`config.mk`:
```
export PLATFORM = sky130hd
export DESIGN_NAME = draw_sky_objects
export DESIGN_NICKNAME = d
export VERILOG_FILES = /design/src/rtl/draw_sky_objects.sv
export SDC_FILE = /design/constraint.sdc
export NUM_CORES = 1
export LEC_CHECK = 0
export CORE_ASPECT_RATIO = 0.7
export CORE_MARGIN = 1
export CORE_UTILIZATION = 55
export DETAILED_ROUTE_END_ITERATION = 6
export PLACE_DENSITY = 0.73
export SYNTH_ARGS = -nofsm -noshare
export SYNTH_HDL_FRONTEND = slang
export SYNTH_SLANG_ARGS = --single-unit
```
`constraint.sdc`:
```
create_clock -name Clk -period 12.25 [get_ports Clk]
set_input_delay 1.8375 -clock Clk [delete_from_list [all_inputs] [get_ports Clk]]
set_output_delay 1.8375 -clock Clk [all_outputs]
set_load 0.05 [all_outputs]
```
`src/rtl/draw_sky_objects.sv`:
```
// draw_sky_objects: night-sky sprite address generator for the background layer.
// Tracks a once-per-night moon phase and a frame-driven star twinkle sprite, and
// maps the current write pixel to a registered hit flag, object ID and ROM address.
// Ports:
//   Clk         pixel-domain clock
//   Reset       synchronous, active-high reset
//   frame_tick  one-cycle pulse per frame (start of vblank)
//   isnight     night mode level
//   WriteX/Y    current pixel coordinates
//   sky_on      pixel hits the moon or a star (registered)
//   is_moon     hit object is the moon (registered)
//   star_id     index of the star hit, 0 otherwise (registered)
//   address     18-bit sprite ROM address, 0 on a miss (registered)
//   moon_phase  current moon phase index
module draw_sky_objects #(
    parameter int unsigned NUM_STARS      = 4,
    parameter int unsigned TWINKLE_FRAMES = 10,
    parameter int unsigned MOON_X         = 0,
    parameter int unsigned MOON_Y         = 80,
    parameter logic [20*NUM_STARS-1:0] STAR_XY =
        {10'd420, 10'd50, 10'd300, 10'd30, 10'd200, 10'd60, 10'd100, 10'd20}
) (
    input  logic        Clk,
    input  logic        Reset,
    input  logic        frame_tick,
    input  logic        isnight,
    input  logic [9:0]  WriteX,
    input  logic [9:0]  WriteY,
    output logic        sky_on,
    output logic        is_moon,
    output logic [((NUM_STARS > 1) ? $clog2(NUM_STARS) : 1)-1:0] star_id,
    output logic [17:0] address,
    output logic [2:0]  moon_phase
);

    localparam int unsigned SID_W = (NUM_STARS > 1) ? $clog2(NUM_STARS) : 1;
    localparam int unsigned TW_W  = (TWINKLE_FRAMES > 1) ? $clog2(TWINKLE_FRAMES) : 1;

    typedef enum logic [2:0] {
        PH_FULL = 3'd0,
        PH_L1   = 3'd1,
        PH_L2   = 3'd2,
        PH_L3   = 3'd3,
        PH_R1   = 3'd4,
        PH_R2   = 3'd5,
        PH_R3   = 3'd6
    } phase_t;

    phase_t            phase, phase_nxt;
    logic              night_prev;
    logic [TW_W-1:0]   tw_cnt;
    logic [1:0]        g;

    // Phase, night edge detector and twinkle counter only move on frame_tick
    always_ff @(posedge Clk) begin
        if (Reset) begin
            phase      <= PH_FULL;
            night_prev <= 1'b0;
            tw_cnt     <= '0;
            g          <= 2'd0;
        end else if (frame_tick) begin
            phase      <= phase_nxt;
            night_prev <= isnight;
            if (tw_cnt == TW_W'(TWINKLE_FRAMES - 1)) begin
                tw_cnt <= '0;
                g      <= (g == 2'd2) ? 2'd0 : g + 2'd1;
            end else begin
                tw_cnt <= tw_cnt + TW_W'(1);
            end
        end
    end

    // Moon phase order: full, waning right, new, waxing left, full
    always_comb begin
        phase_nxt = phase;
        if (frame_tick && isnight && !night_prev) begin
            case (phase)
                PH_FULL: phase_nxt = PH_R1;
                PH_R1:   phase_nxt = PH_R2;
                PH_R2:   phase_nxt = PH_R3;
                PH_R3:   phase_nxt = PH_L3;
                PH_L3:   phase_nxt = PH_L2;
                PH_L2:   phase_nxt = PH_L1;
                PH_L1:   phase_nxt = PH_FULL;
                default: phase_nxt = PH_FULL;
            endcase
        end
    end

    logic [10:0] wx, wy;
    logic [10:0] mx0, my0;
    logic [6:0]  mw;
    logic [17:0] mbase;
    logic        moon_hit;
    logic [10:0] sx, sy;
    logic [4:0]  sh;
    logic [17:0] sbase;
    logic        star_hit;
    logic [SID_W-1:0] sid;
    logic [17:0] saddr;
    logic        hit_c, moon_c;
    logic [SID_W-1:0] sid_c;
    logic [17:0] addr_c;

    // Moon geometry for the current phase
    always_comb begin
        mx0   = 11'(MOON_X);
        mw    = 7'd40;
        mbase = 18'd142615;
        case (phase)
            PH_FULL: begin mw = 7'd80; mbase = 18'd142615; end
            PH_L1:   mbase = 18'd149015;
            PH_L2:   mbase = 18'd152215;
            PH_L3:   mbase = 18'd155415;
            PH_R1:   begin mx0 = 11'(MOON_X + 40); mbase = 18'd158615; end
            PH_R2:   begin mx0 = 11'(MOON_X + 40); mbase = 18'd161815; end
            PH_R3:   begin mx0 = 11'(MOON_X + 40); mbase = 18'd165015; end
            default: begin mw = 7'd80; mbase = 18'd142615; end
        endcase
    end

    assign wx  = {1'b0, WriteX};
    assign wy  = {1'b0, WriteY};
    assign my0 = 11'(MOON_Y);
    assign moon_hit = (wx >= mx0) && (wx < mx0 + 11'(mw)) &&
                      (wy >= my0) && (wy < my0 + 11'd80);

    // Star scan runs high to low so the lowest matching index is left standing
    always_comb begin
        star_hit = 1'b0;
        sid      = '0;
        saddr    = '0;
        sx       = '0;
        sy       = '0;
        sh       = 5'd17;
        sbase    = 18'd224411;
        for (int i = int'(NUM_STARS) - 1; i >= 0; i--) begin
            sx = {1'b0, STAR_XY[20*i+10 +: 10]};
            sy = {1'b0, STAR_XY[20*i +: 10]};
            case (2'((int'(g) + i) % 3))
                2'd0:    begin sbase = 18'd224411; sh = 5'd17; end
                2'd1:    begin sbase = 18'd224717; sh = 5'd19; end
                default: begin sbase = 18'd225059; sh = 5'd18; end
            endcase
            if ((wx >= sx) && (wx < sx + 11'd18) &&
                (wy >= sy) && (wy < sy + 11'(sh))) begin
                star_hit = 1'b1;
                sid      = SID_W'(i);
                saddr    = sbase + 18'(wy - sy) * 18'd18 + 18'(wx - sx);
            end
        end
    end

    // Moon beats stars; daytime forces a miss
    always_comb begin
        hit_c  = 1'b0;
        moon_c = 1'b0;
        sid_c  = '0;
        addr_c = '0;
        if (isnight) begin
            if (moon_hit) begin
                hit_c  = 1'b1;
                moon_c = 1'b1;
                addr_c = mbase + 18'(wy - my0) * 18'(mw) + 18'(wx - mx0);
            end else if (star_hit) begin
                hit_c  = 1'b1;
                sid_c  = sid;
                addr_c = saddr;
            end
        end
    end

    // Registered lookup result
    always_ff @(posedge Clk) begin
        if (Reset) begin
            sky_on  <= 1'b0;
            is_moon <= 1'b0;
            star_id <= '0;
            address <= '0;
        end else begin
            sky_on  <= hit_c;
            is_moon <= moon_c;
            star_id <= sid_c;
            address <= addr_c;
        end
    end

    assign moon_phase = phase;

endmodule

```
# [Word level (Yosys, flattened, before mapping)]
# Cells that the tools add are included.
[classes] addsub=30 mul=5 n_div=4 magnitude_cmp=20 eq_ne=12 n_mux=30 n_bitwise=2 reduce_logical=30
[op_table] operator="18-bit adder" n=10
[op_table] operator="18-bit two-way mux" n=6
[op_table] operator="32-bit by 3-bit remainder unit with 32-bit output (second input constant)" n=3
[op_table] operator="16-bit case mux with 6 select lines" n=1
[op_table] operator="10-bit case mux with 2 select lines" n=4
[op_table] operator="18-bit by 4-bit multiplier with 17-bit output (second input constant)" n=4
[op_table] operator="3-bit by 3-bit remainder unit with 32-bit output (second input constant)" n=1
[op_table] operator="10-bit by 5-bit subtractor with 11-bit output (second input constant)" n=2
[op_table] operator="10-bit by 6-bit subtractor with 11-bit output (second input constant)" n=2
[op_table] operator="10-bit by 7-bit subtractor with 11-bit output (second input constant)" n=2
[op_table] operator="10-bit by 9-bit subtractor with 11-bit output (second input constant)" n=2
[op_table] operator="10-bit by 5-bit >= comparator with 1-bit output (second input constant)" n=2
[op_table] operator="10-bit by 6-bit >= comparator with 1-bit output (second input constant)" n=2
[op_table] operator="10-bit by 7-bit >= comparator with 1-bit output (second input constant)" n=2
[op_table] operator="10-bit by 9-bit >= comparator with 1-bit output (second input constant)" n=2
[op_table] operator="10-bit by 6-bit < comparator with 1-bit output" n=2
[op_table] operator="10-bit by 7-bit < comparator with 1-bit output" n=2
[op_table] operator="10-bit by 8-bit < comparator with 1-bit output (second input constant)" n=2
[op_table] operator="10-bit by 9-bit < comparator with 1-bit output (second input constant)" n=2
[op_table] operator="11-bit by 8-bit multiplier with 18-bit output" n=1
[op_table] operator="3-bit case mux with 6 select lines" n=1
[op_table] operator="1-bit logical AND" n=17
[op_table] operator="2-bit case mux with 2 select lines" n=4
[op_table] operator="6-bit by 5-bit adder with 7-bit output (first input constant)" n=2
[op_table] operator="other kinds (32)" n=55
[word_totals] regBits=32 in_bits=24 out_inout_bits=25 wordCells=142

# [Depth between registers and ports, before layout]
# Gate-level depths: netlist of the first run.
[depth] word_depth=13 mapped_depth=27 depth_no_buf=26

# [Least setup slack after synthesis of the first run]
# OpenSTA, ideal clock, no wires.
[synth_path] kind="input to register" start="in WriteY[5]" end="reg address[16]" setup_ns=0.134 arrival_ns=6.907 required_time_ns=12.116 path_slack_ns=5.209 stages=23 n_path_buf=1 cell_sequence="buf_2 o21ai_1 nor2_1 a31oi_1 nor2_1 a211oi_1 inv_1 fa_1 fa_1 inv_1 fa_1 inv_1 fa_1 inv_1 ha_1 a21oi_1 nand2_1 o311ai_0 nand2b_1 o31a_1 xor2_1 a222oi_1 a31oi_1"
[synth_between] elab_chain_len=10 elab_cells_between_ends=50 cone_classes="add/sub (15); mul (5); order compare (10); mux (10); reduce/logical (10)"
[synth_lines] item="from (decl)" line_no="28" rtl="input logic [9:0] WriteY,"
[synth_lines] item="10-bit by 6-bit subtractor with 11-bit output" line_no="149" rtl="saddr = sbase + 18'(wy - sy) * 18'd18 + 18'(wx - sx);"
[synth_lines] item="18-bit by 4-bit multiplier with 17-bit output" line_no="149"
[synth_lines] item="18-bit adder (2 in series)" line_no="149"
[synth_lines] item="18-bit two-way mux (4 in series)" line_no="145" rtl="if ((wx >= sx) && (wx < sx + 11'd18) &&"
[synth_lines] item="18-bit two-way mux" line_no="165" rtl="end else if (star_hit) begin"
[synth_lines] item="18-bit two-way mux *" line_no="161" rtl="if (moon_hit) begin"
[synth_lines] item="to (signal assigned)" line_no="184" rtl="address <= addr_c;"
[synth_lines] item="to (decl)" line_no="32" rtl="output logic [17:0] address,"
# Every way passes the cells marked *; elsewhere a longest branch is shown, timed or not.
# A chain may end at the register's enable or synchronous reset.

# [Worst setup path in the final report of the first run]
# Ends and elaborated chain as after synthesis.

==> results of run 1 <==
[metal layers]
| layer | up-vias | track usage, % | wire length (um) |
|---|---|---|---|
| met3 | 40 | 7.30 | 4170 |
| met2 | 549 | 43.7 | 13200 |
| met4 | 0 | 6.90 | 650 |
| met5 | - | 0 | 0 |
| met1 | 5040 | 48.3 | 16300 |
| li1 | 5058 | - | - |
[report_power, final]
group / internal [mW] / switching (mW) / total (mW)
logic: 0.768 / 1.17 / 1.94
registers: 0.106 / 0.00206 / 0.108
clock network: 0.0957 / 0.0554 / 0.151
total: 0.970 / 1.23 / 2.20
[sequential cells by signal (all words and copies together), names as in the netlist]
register    cells
is_moon         1
g               2
address        18
moon_phase      3
tw_cnt          4
star_id         2
sky_on          1
night_prev      1
[cell type report]
type / count / area (um2)
multi-input combinational: 1196 / 10200
fill: 1883 / 8100
inverter: 205 / 769
sequential: 32 / 641
timing repair buffer: 59 / 563
tap: 276 / 345
clock buffer: 5 / 125
clock inverter: 3 / 42.5
[metrics by stage]
step,setup WS (ns),util [%]
final,3.57,61.0
after global routing,3.10,61.0
after CTS,3.63,61.0
after detailed placement,3.34,60.2
after global placement,3.58,60.2
after floorplan,5.21,-
[cell usage in the layout, fill, tap and decap left out, types with 4 or more instances in the layout]
master           instances
ha_1                   247
inv_1                  204
a21oi_1                110
xnor2_1                106
nand2_1                 97
nor2_1                  96
fa_1                    81
xor2_1                  68
o21ai_0                 68
clkdlybuf4s50_1         48
dfxtp_1                 32
a21o_1                  30
nor3_1                  24
nand2b_1                19
o21bai_1                18
a211oi_1                16
conb_1                  16
a31oi_1                 15
nand3_1                 15
nor2b_1                 14
o21a_1                  14
buf_4                   11
nand4_1                 10
and2_1                   8
a222oi_1                 8
a221oi_1                 8
or2_2                    7
o31ai_1                  6
nor3b_1                  6
o22ai_1                  6
and3_1                   5
o211ai_1                 5
mux2i_1                  5
nand3b_1                 5
clkbuf_16                5
o2111ai_1                4
a22oi_1                  4
[final timing paths]
check	start	slack (ns)	endpoint	depth (start not counted)
worst max-delay path	WriteY[5]	3.57	address[16]	24
worst min-delay path	night_prev	0.50	night_prev	2
worst max register to register	moon_phase[2]	4.46	address[17]	22
worst min register to register	night_prev	0.50	night_prev	2
[cell families (layout without fill, tap and decap cells)]
kind of cell,count (synthesis),count (layout),share of synthesized area [%]
DFF,32,32,5.50
buffers and inverters,240,272,7.91
adders and majority gates,328,328,40.4
other,2,16,0.0644
xor gates and xnor gates,174,174,13.1
muxes,5,5,0.429
AOI/OAI and AO/OA,347,347,19.2
and+or+nand+nor,326,326,13.4
[critical path, delay by kind of cell]
kind            cells  cell delay (ns)
xor+xnor            1             0.20
buf+inv             6             1.53
simple gates        4             0.49
compound gates      7             2.00
fa+ha+maj           6             2.75
==> impl_metrics.env, run 1 <==
export IMPL_outcome="finished, final reports clean"
export IMPL_cts_buffers=5
export IMPL_arrival_ns=8.82
export IMPL_cts_root_buf="clkbuf_16"
export IMPL_worstSkewPairLatency_ns=0.29
export IMPL_synth_edf_count=0
export IMPL_grt_overflow=0
export IMPL_yosysSeqAreaShare_pct=5.50
export IMPL_finClkSkew_ns=0.0105
export IMPL_max_freq_mhz=115
export IMPL_synth_top_area_share_pct=26.5
export IMPL_cts_max_path_buffers=2
export IMPL_via_count=10687
export IMPL_diodes=0
export IMPL_grt_pass1_vias=9555
export IMPL_dr_pass1_iters=5
export IMPL_place_inst=1768
export IMPL_power_density_nw_per_um2=174
export IMPL_setup_viol=0
export IMPL_cts_sinks=32
export IMPL_postRouteAntennaNets=0
export IMPL_path_common_cell="inv_1"
export IMPL_dp_hpwl_um=28900
export IMPL_dpl_cell_area_um2=12500
export IMPL_yosys_top_cells_count="247 x ha_1, 204 x inv_1, 110 x a21oi_1, 106 x xnor2_1, 97 x nand2_1"
export IMPL_wl_per_cell_um=19.3
export IMPL_drv_slew=0
export IMPL_critPathKind="primary input to register"
export IMPL_finish_instance_area_um2=12700
export IMPL_grtUsageTotal_pct=31.5
export IMPL_cts_resized=0
export IMPL_die_y_um=124
export IMPL_hp_class="register to register"
export IMPL_fin_tns_setup_ns=0
export IMPL_synth_top_area_cell="ha_1"
export IMPL_cpPeakStageDelay_ns=0.97
export IMPL_total_power_mw=2.20
export IMPL_io_buffers=48
export IMPL_async_flop_share_pct=0
export IMPL_yosys_register_bits=32
export IMPL_core_area_um2=20800
export IMPL_crit_required_ns=12.39
export IMPL_syn_avg_cell_area_um2=8.02
export IMPL_drc=0
export IMPL_yosysMostFrequentCell="ha_1"
export IMPL_slew_headroom_pct=30.8
export IMPL_synth_distinct_cells=73
export IMPL_end_kind="register"
export IMPL_hold_viol=0
export IMPL_post_route_min_period_ns=8.68
export IMPL_die_area_um2=21800
export IMPL_nets=1851
export IMPL_cp_max_fo=17
export IMPL_worstMarginPinSlew_ns=1.03
export IMPL_std_cell_rows=44
export IMPL_fin_crit_sh_pct=70.9
export IMPL_rsz0062_at_grt="false"
export IMPL_synth_main_ff_cell="dfxtp_1"
export IMPL_die_x_um=176
export IMPL_hold_buffers=0
export IMPL_netlist_instances=1454
export IMPL_netlist_area_um2=11700
export IMPL_yosys_top_cells_area="ha_1 27%, fa_1 14%, xnor2_1 8.0%"
export IMPL_cp_cell_sequence="clkdlybuf4s50_1 > inv_1 > ha_1 > nand2b_1 > a31oi_1 > nor2_1 > a211oi_1 > inv_1 > fa_1 > fa_1 > inv_1 > fa_1 > inv_1 > fa_1 > inv_1 > ha_1 > a21oi_1 > nand2_1 > o311ai_0 > nand2b_1 > o31a_1 > xor2_1 > a222oi_1 > a31oi_1"
export IMPL_post_cts_repair_setup_buffers=0
export IMPL_slowest_stage="clkdlybuf4s50_1"
export IMPL_cts_tree="done"
export IMPL_grt_max_degree=24
export IMPL_io_pins=49
export IMPL_cap_violations=0
export IMPL_ir_drop_mv=0.134
export IMPL_drive_gt1_share_pct=2.53
export IMPL_drt_iter0_markers=1300
export IMPL_start_util_pct=56.2
export IMPL_wl_um=34300
export IMPL_area_growth_pct=8.53
export IMPL_gp_congestion=1.05
export IMPL_hold_ws_ns=0.497
export IMPL_post_drt_via_cell_ratio=6.02
export IMPL_yosysWarnings=0
export IMPL_cts_clk_slew_worst_paths_ns=0.06
export IMPL_antenna_found_initial=0
export IMPL_grt_pass1_wl_um=52700
export IMPL_finalNonFillerCells=1776
export IMPL_cts_htree_levels=2
export IMPL_power_leakage_nw=6.10
export IMPL_startpoint_type="primary input"
Note: power is estimated with default switching activity, not from simulation.
==> inputs of run 2 (changes only) <==
==> constraint.sdc (replaced) <==
create_clock -name Clk -period 8.4 [get_ports Clk]
set_input_delay 1.26 -clock Clk [delete_from_list [all_inputs] [get_ports Clk]]
set_output_delay 1.26 -clock Clk [all_outputs]
set_load 0.05 [all_outputs]
==> impl_metrics.env, run 2 (same netlist as run 1, synthesis figures left out) <==
export IMPL_outcome="finished, final reports clean"
export IMPL_cts_max_path_buffers=2
export IMPL_multi_input_area_um2=10200
export IMPL_diodes=0
export IMPL_cp_max_fo=19
export IMPL_io_buffers=48
export IMPL_fin_tns_setup_ns=0
export IMPL_antenna_found_initial=0
export IMPL_total_power_mw=3.22
export IMPL_worstMarginPinSlew_ns=1.06
export IMPL_grt_overflow=0
export IMPL_final_cell_mix="247 x ha_1, 204 x inv_1, 110 x a21oi_1, 106 x xnor2_1, 97 x nand2_1"
export IMPL_use_met1_pct=49.8
export IMPL_cts_buffers=5
export IMPL_die_y_um=124
export IMPL_die_x_um=176
export IMPL_grt_use_met2_pct=43.1
export IMPL_cpPeakStageDelay_ns=0.55
export IMPL_worst_slack_ns=0.898
export IMPL_hold_ws_ns=0.489
export IMPL_worstSkewPairLatency_ns=0.30
export IMPL_post_drt_via_cell_ratio=5.94
export IMPL_area_growth_pct=8.98
export IMPL_startpoint_type="primary input"
export IMPL_wl_um=33800
export IMPL_cap_violations=0
export IMPL_drive_gt1_share_pct=2.99
export IMPL_fill_cells=1883
export IMPL_dpl_cell_area_um2=12500
export IMPL_wl_per_cell_um=19.0
export IMPL_start_util_pct=56.2
export IMPL_dr_pass1_iters=5
export IMPL_cts_root_buf="clkbuf_16"
export IMPL_nets=1858
export IMPL_drc=0
export IMPL_largest_register="address"
export IMPL_hold_buffers=0
export IMPL_ir_drop_mv=0.211
export IMPL_p_seq_share_pct=4.8
export IMPL_grt_pass1_vias=9440
export IMPL_grt_busiest_layer="met1"
export IMPL_power_density_nw_per_um2=253
export IMPL_setup_viol=0
export IMPL_gp_congestion=0.986
export IMPL_io_pins=49
export IMPL_slew_headroom_pct=29.4
export IMPL_path_common_cell="inv_1"
export IMPL_drt_iter0_markers=1092
export IMPL_grt_pass1_wl_um=52600
export IMPL_p_sw_share_pct=56.1
export IMPL_place_ws_ns=0.639
export IMPL_critPathKind="primary input to register"
export IMPL_slowest_stage="fa_1"
export IMPL_core_area_um2=20800
export IMPL_crit_required_ns=8.56
export IMPL_via_count=10598
export IMPL_hold_viol=0
export IMPL_post_route_min_period_ns=7.50
export IMPL_postRouteAntennaNets=0
export IMPL_std_cell_rows=44
export IMPL_arrival_ns=7.66
export IMPL_end_kind="register"
export IMPL_grtUsageTotal_pct=31.4
export IMPL_grtUsageMet3_pct=5.83
export IMPL_power_leakage_nw=6.13
export IMPL_ff_latch_area_um2=641
export IMPL_finish_instance_area_um2=12700
export IMPL_cts_tree="done"
export IMPL_post_cts_repair_setup_buffers=0
export IMPL_layout_commonest_cell="ha_1"
export IMPL_combPwrFrac_pct=88.1
export IMPL_cts_resized=0
export IMPL_switchingPower_mw=1.81
export IMPL_largest_reg_flops=18
export IMPL_finClkSkew_ns=0.0240
export IMPL_drv_slew=0
export IMPL_clock_power_share_pct=7.1
export IMPL_hp_class="register to register"
export IMPL_cts_clk_slew_worst_paths_ns=0.08
export IMPL_dp_hpwl_um=28700
export IMPL_max_freq_mhz=133
export IMPL_cts_htree_levels=2
export IMPL_cellInternalPower_mw=1.41
export IMPL_rsz0062_at_grt="false"
export IMPL_die_area_um2=21800
export IMPL_grt_max_degree=24
export IMPL_cts_sinks=32
export IMPL_fin_crit_sh_pct=89.3
[run 2: path summary, 6_finish.rpt]
check	start	endpoint	slack, ns	cells after the start
min	night_prev	night_prev	0.49	2
min reg2reg	night_prev	night_prev	0.49	2
max reg2reg	moon_phase[2]	address[17]	1.44	24
max	WriteY[4]	address[16]	0.90	25
[run 2: area by class of cell]
class	count	share of cell area [%]
clock buffers	5	0.985
clock inverters	3	0.335
inverters	205	6.06
multi-input cells	1196	80.0
flip-flops and latches	32	5.04
well taps	276	2.72
repair buffers	66	4.85
[run 2: worst max-delay path, delay by kind of cell]
kind | cells | cell delay [ns]
xor gates and xnor gates | 1 | 0.18
AOI/OAI and AO/OA | 7 | 1.95
and+or+nand+nor | 4 | 0.50
adders and majority gates | 6 | 2.67
buffers and inverters | 7 | 1.08
[run 2: layer usage]
| metal | up-vias | part of all wire [%] |
|---|---|---|
| li1 | 5095 | - |
| met1 | 5003 | 50 |
| met2 | 463 | 39 |
| met3 | 37 | 9.9 |
| met4 | 0 | 1.4 |
| met5 | - | 0 |
[run 2: power groups by stage]
stage                     sequential [mW]  combinational, mW  clock (mW)
after floorplan                     0.164               2.03           0
after global placement              0.159               2.69           0
after detailed placement            0.159               2.72           0
after CTS                           0.156               2.75       0.228
after global routing                0.156               3.09       0.233
final                               0.156               2.84       0.228
[run 2: stage by stage]
stage / std cells / utilization [%]
3_3_place_gp: 1775 / 60.4
5_1_grt: 1783 / 61.2
4_1_cts: 1783 / 61.2
6_report: 1783 / 61.2
3_5_place_dp: 1775 / 60.4
2_1_floorplan: 1468 / -
